## config.mk

```make
export PLATFORM = sky130hd
export DESIGN_NAME = riscv_v_rf_wb_ctrl
export DESIGN_NICKNAME = d
export VERILOG_FILES = /design/src/rtl/riscv_v_rf_wb_ctrl.sv
export SDC_FILE = /design/constraint.sdc
export NUM_CORES = 1
export LEC_CHECK = 0
export CAP_MARGIN = 30
export CELL_PAD_IN_SITES_DETAIL_PLACEMENT = 0
export CELL_PAD_IN_SITES_GLOBAL_PLACEMENT = 1
export CORE_MARGIN = 2
export CORE_UTILIZATION = 40
export DETAILED_ROUTE_END_ITERATION = 10
export PLACE_DENSITY_LB_ADDON = 0.12
export SLEW_MARGIN = 20
export SYNTH_ARGS = -nofsm -noshare
export SYNTH_HDL_FRONTEND = slang
export SYNTH_SLANG_ARGS = --single-unit
```

## constraint.sdc

```tcl
create_clock -name clk -period 7.25 [get_ports clk]
set_input_delay 1.45 -clock clk [delete_from_list [all_inputs] [get_ports clk]]
set_output_delay 1.45 -clock clk [all_outputs]
set_load 0.005 [all_outputs]
```

## src/rtl/riscv_v_rf_wb_ctrl.sv

```systemverilog
// rtl/riscv_v_rf_wb_ctrl.sv - vector RF write-side controller: two-producer arbiter, byte-enable generation, writeback FIFO
//
// Ports:
//   clk, rst_n                      clock, asynchronous active-low reset
//   alu_valid/alu_ready, alu_*      ALU writeback channel (addr, data, sew, vl, vm)
//   ld_valid/ld_ready,   ld_*       load-unit writeback channel (same fields)
//   mask_in                         v0 mask bits, one per element
//   wb_hold                         freezes the FIFO pop
//   rf_wr_addr/rf_data_in/rf_wr_en  RF write port (byte enables)
//   wb_done                         a write is presented this cycle
//   wb_busy                         FIFO non-empty
module riscv_v_rf_wb_ctrl #(
    parameter int DATA_WIDTH = 128,
    parameter int ADDR_WIDTH = 5,
    parameter int FIFO_DEPTH = 4,
    localparam int NB  = DATA_WIDTH / 8,
    localparam int VLW = $clog2(NB) + 1
) (
    input  logic                  clk,
    input  logic                  rst_n,
    input  logic                  alu_valid,
    output logic                  alu_ready,
    input  logic [ADDR_WIDTH-1:0] alu_addr,
    input  logic [DATA_WIDTH-1:0] alu_data,
    input  logic [1:0]            alu_sew,
    input  logic [VLW-1:0]        alu_vl,
    input  logic                  alu_vm,
    input  logic                  ld_valid,
    output logic                  ld_ready,
    input  logic [ADDR_WIDTH-1:0] ld_addr,
    input  logic [DATA_WIDTH-1:0] ld_data,
    input  logic [1:0]            ld_sew,
    input  logic [VLW-1:0]        ld_vl,
    input  logic                  ld_vm,
    input  logic [NB-1:0]         mask_in,
    input  logic                  wb_hold,
    output logic [ADDR_WIDTH-1:0] rf_wr_addr,
    output logic [DATA_WIDTH-1:0] rf_data_in,
    output logic [NB-1:0]         rf_wr_en,
    output logic                  wb_done,
    output logic                  wb_busy
);

    localparam int IW = $clog2(NB);
    localparam int PW = $clog2(FIFO_DEPTH);
    localparam int CW = PW + 1;

    // Byte b belongs to element b>>sew; element is live if below the clipped vl
    // and either unmasked or its v0 bit is set.
    function automatic logic [NB-1:0] calc_en(input logic [1:0]     sew,
                                              input logic [VLW-1:0] vl,
                                              input logic           vm,
                                              input logic [NB-1:0]  mask);
        logic [VLW-1:0] vlmax;
        logic [VLW-1:0] vl_eff;
        logic [IW-1:0]  e_idx;
        logic [NB-1:0]  en;
        vlmax  = VLW'(NB >> sew);
        vl_eff = (vl > vlmax) ? vlmax : vl;
        en     = '0;
        for (int b = 0; b < NB; b++) begin
            e_idx = IW'(b >> sew);
            en[b] = ({1'b0, e_idx} < vl_eff) && (vm || mask[e_idx]);
        end
        return en;
    endfunction

    logic [ADDR_WIDTH-1:0] mem_addr [FIFO_DEPTH];
    logic [DATA_WIDTH-1:0] mem_data [FIFO_DEPTH];
    logic [NB-1:0]         mem_en   [FIFO_DEPTH];

    logic [PW-1:0] wr_ptr, rd_ptr, rd_next, idx;
    logic [CW-1:0] count, cnt_next, cnt_after_pop;
    logic          rr_ld;
    logic [NB-1:0] head_en;

    logic                  grant_alu, grant_ld, sel_vm, space, accept_ok;
    logic                  accept, push, pop, v0_pending;
    logic [ADDR_WIDTH-1:0] sel_addr;
    logic [DATA_WIDTH-1:0] sel_data;
    logic [NB-1:0]         push_en;

    // Any buffered write to v0 would make mask_in stale for a masked op.
    always_comb begin
        v0_pending = 1'b0;
        idx        = '0;
        for (int i = 0; i < FIFO_DEPTH; i++) begin
            idx = rd_ptr + PW'(i);
            if ((CW'(i) < count) && (mem_addr[idx] == '0))
                v0_pending = 1'b1;
        end
    end

    always_comb begin
        pop       = (count != '0) && !wb_hold;
        grant_ld  = ld_valid && (!alu_valid || rr_ld);
        grant_alu = alu_valid && !grant_ld;
        sel_vm    = grant_ld ? ld_vm   : alu_vm;
        sel_addr  = grant_ld ? ld_addr : alu_addr;
        sel_data  = grant_ld ? ld_data : alu_data;
        push_en   = grant_ld ? calc_en(ld_sew, ld_vl, ld_vm, mask_in)
                             : calc_en(alu_sew, alu_vl, alu_vm, mask_in);
        space     = (count != CW'(FIFO_DEPTH)) || pop;
        accept_ok = space && !(v0_pending && !sel_vm);
        alu_ready = grant_alu && accept_ok;
        ld_ready  = grant_ld && accept_ok;
        accept    = alu_ready || ld_ready;
        // Fully disabled results finish the handshake but never occupy a slot.
        push      = accept && (push_en != '0);

        rd_next       = pop ? rd_ptr + PW'(1) : rd_ptr;
        cnt_after_pop = count - CW'(pop);
        cnt_next      = cnt_after_pop + CW'(push);
    end

    always_ff @(posedge clk) begin
        if (push) begin
            mem_addr[wr_ptr] <= sel_addr;
            mem_data[wr_ptr] <= sel_data;
            mem_en[wr_ptr]   <= push_en;
        end
    end

    // Head registers hold the entry presented next cycle; when the FIFO drains
    // they keep the last address/data so the RF port stays quiet.
    always_ff @(posedge clk or negedge rst_n) begin
        if (!rst_n) begin
            wr_ptr     <= '0;
            rd_ptr     <= '0;
            count      <= '0;
            rr_ld      <= 1'b0;
            rf_wr_addr <= '0;
            rf_data_in <= '0;
            head_en    <= '0;
        end else begin
            if (push)
                wr_ptr <= wr_ptr + PW'(1);
            rd_ptr <= rd_next;
            count  <= cnt_next;
            if (alu_valid && ld_valid && accept)
                rr_ld <= !rr_ld;
            if (cnt_next != '0) begin
                if (cnt_after_pop == '0) begin
                    rf_wr_addr <= sel_addr;
                    rf_data_in <= sel_data;
                    head_en    <= push_en;
                end else begin
                    rf_wr_addr <= mem_addr[rd_next];
                    rf_data_in <= mem_data[rd_next];
                    head_en    <= mem_en[rd_next];
                end
            end
        end
    end

    assign wb_busy  = (count != '0);
    assign wb_done  = pop;
    assign rf_wr_en = pop ? head_en : '0;

endmodule

```

==> impl_metrics.ini <==
[logic_synthesis]
muxShareOfSynthArea = 0.1824
syn_area_per_cell_um2 = 14.36
yosysTopAreaCellShare = 0.5144
synth_seq_cells = 753
yosysTopAreaCell = edfxtp_1
syn_area_um2 = 34790
synth_warnings = 0
synth_compound_area_frac = 0.06653
synth-adder-area-share = 0.01726
synth_edf_count = 596
synth-main-ff-cell = edfxtp_1
async_reset_ff_frac = 0.2085
synth_xor_area_frac = 0.001511
synth_nets = 2773
synth_top_family_by_area = multiplexers
synthCells = 2422
ys_seq_area_frac = 0.6274
synth.area.top_cells = edfxtp_1, mux4_2, dfrtp_1
synthSimpleGateAreaFrac = 0.08365
yosysUniqueCellTypes = 66

[critical_path]
ff2ff_setup_slack_ps = 2890
rr_worst_depth = 15
path_class = primary input to register
critPathMaxFanout = 20
arrival_ps = 7080
start_kind = primary input
cp.required_ps = 7750
worstSetupEndpointType = register

[layout]
final_nets = 3274
final_common_cell = edfxtp_1
areaGrowthSynthToFinish_pct = 26.98
finalNonFillerCells = 4145
drive_gt1_frac = 0.1603
fin_area_um2 = 44170
mostFrequentLayoutCells = edfxtp_1, clkdlybuf4s50_1, nand2_1
utilization = 0.5108

[routing]
viasPerCell = 5.353
drt_iter0_drc = 1425
dr.pass1.iters = 5
antenna_left = 0
wl_um = 93650
drt-wirelength-per-cell_um = 22.59
via_count = 22190
drt_drc_violations_left = 0

[floorplan]
die_area_um2 = 89350
rows = 108
ioPinCount = 456
initial_core_util = 0.4023
core_um2 = 86480
fp.dieH_um = 298.9
die_w_um = 298.9

[clock_network]
clk_latency_ps = 630
cts_buffer_depth = 3
clkTransAtPathRegs_ps = 60
root_buffer = clkbuf_16
cts_setup_buffers = 0
cts_tree = built
cts_hold_buf = 0
htreeDepth = 3
cts_buffers = 80
numClockSinks = 753
post_cts_resized = 0

[sta]
setup_ws_ps = 670.7
slew_viol_final = 0
finalHoldViolations = 0
fmax_mhz = 152.0
setup_violations = 0
tightest_slew_ps = 956.3
rsz0062_at_grt = no
relSlewSlack = 0.3604
layout_min_cycle_time_ps = 6579
fin_crit_sh = 0.9075
fin_skew_ps = 49.61

[place]
port_buffers = 455
place_hpwl_um = 63230
pre_cts_slack_ps = -3.633
gp_congestion = 0.8368
dp.cells = 3995
dpl-instance-area_um2 = 41560

[grt]
grt_use_total = 0.2077
grt_max_degree = 84
grt_pass1_wl_um = 141900
antenna_found_initial = 2
grt_pass1_vias = 22973
grt_overflow_total = 0

[hold_path]
min_path_cells = 1
min_path_type = register to register

[pwr]
power_density_nw_per_um2 = 467.6
ir_drop_v = 0.0003679
p_leak_nw = 17.69

[run]
max_cap_viol_count = 0

[run_status]
outcome = complete, no violations
## logic make-up (layout without fill, tap and decap cells)
group | Yosys count | count (layout)
buf+inv | 193 | 760
mux | 379 | 379
xor+xnor | 6 | 6
flops | 753 | 753
compound gates | 331 | 331
fa+ha+maj | 48 | 48
other cells | 0 | 1
simple gates | 712 | 712
## metal layers
layer,global-route usage,part of all wire,vias up
met1,0.2666,0.42,11427
li1,-,-,10164
met5,0,0,-
met4,0.05310,0.018,0
met2,0.3673,0.52,498
met3,0.03286,0.044,101
## final timing paths
kind                                            start                    endpoint
setup / recovery                            ld_sew[0]  rf_data_in[99]$_DFFE_PN0P_
hold reg to reg            rf_data_in[77]$_DFFE_PN0P_  rf_data_in[77]$_DFFE_PN0P_
setup reg to reg             mem_addr[2][1]$_DFFE_PP_  rf_data_in[99]$_DFFE_PN0P_
min in group asynchronous                       rst_n  rf_data_in[88]$_DFFE_PN0P_
max in group asynchronous                       rst_n  rf_data_in[39]$_DFFE_PN0P_
hold / removal             rf_data_in[77]$_DFFE_PN0P_  rf_data_in[77]$_DFFE_PN0P_
## sequential cells by signal (all words and copies together) (netlist names)
| name | flops |
|---|---|
| count | 3 |
| head_en | 16 |
| mem_addr | 20 |
| mem_data | 512 |
| mem_en | 64 |
| rd_ptr | 2 |
| rf_data_in | 128 |
| rf_wr_addr | 5 |
| rr_ld | 1 |
| wr_ptr | 2 |
## through the flow
stage	hold slack (ps)	setup TNS, ps	power [mW]
2_1_floorplan	447.4	0	13.23
3_3_place_gp	460.7	0	16.70
3_5_place_dp	465.5	-3.633	16.99
4_1_cts	478.6	0	21.06
5_1_grt	486.7	0	22.02
6_report	475.2	0	20.65
## power by group
| part | switching (mW) | internal [mW] | total [mW] |
|---|---|---|---|
| logic | 4.82 | 4.66 | 9.49 |
| registers | 0.528 | 6.63 | 7.16 |
| clock network | 1.65 | 2.36 | 4.01 |
## worst max-delay path, stage by stage
cell	delay, ps
clkdlybuf4s50_1	590
inv_1	100
ha_1	240
inv_2	60
ha_1	230
and4b_1	210
and2_1	190
nand2b_1	210
a21oi_1	380
ha_1	260
and3_1	200
a221oi_1	80
o31ai_1	440
o32ai_1	180
nand4b_1	260
nor4b_2	280
a31oi_2	160
ha_1	230
ha_1	290
nor3_2	270
buf_4	240
buf_4	250
nor2_1	80
a21o_1	150
## synth_stat cells (4+ instances only)
cell and count:
nand2b_1 5, a21o_1 144, nand3_1 13, edfxtp_1 596, mux2i_1 168, ha_1 48
o22ai_1 9, or3_1 5, o21ai_0 28, or4_1 6, a22oi_1 4, o311ai_0 5
clkbuf_1 102, buf_2 11, o221ai_1 10, and3_1 4, inv_1 30, nand2_1 447
a31oi_1 10, o21ai_1 19, and2_1 28, a211oi_1 11, o21a_1 7, mux2_2 7
nor3_1 14, a21oi_1 45, mux4_2 203, xnor2_1 5, dfrtp_1 157, o211ai_1 4
buf_1 46, nor2_1 176, a311oi_1 4
## area by class of cell
cell class	count	area [µm²]
repair buffers	578	5859
fillers	7381	42310
flip-flops and latches	753	21830
well taps	1155	1445
diodes	1	2.502
multi-input cells	1476	12320
clock inverters	35	372.9
inverters	34	127.6
clock buffers	113	2217
No activity file was read; power rests on OpenSTA's default activity.
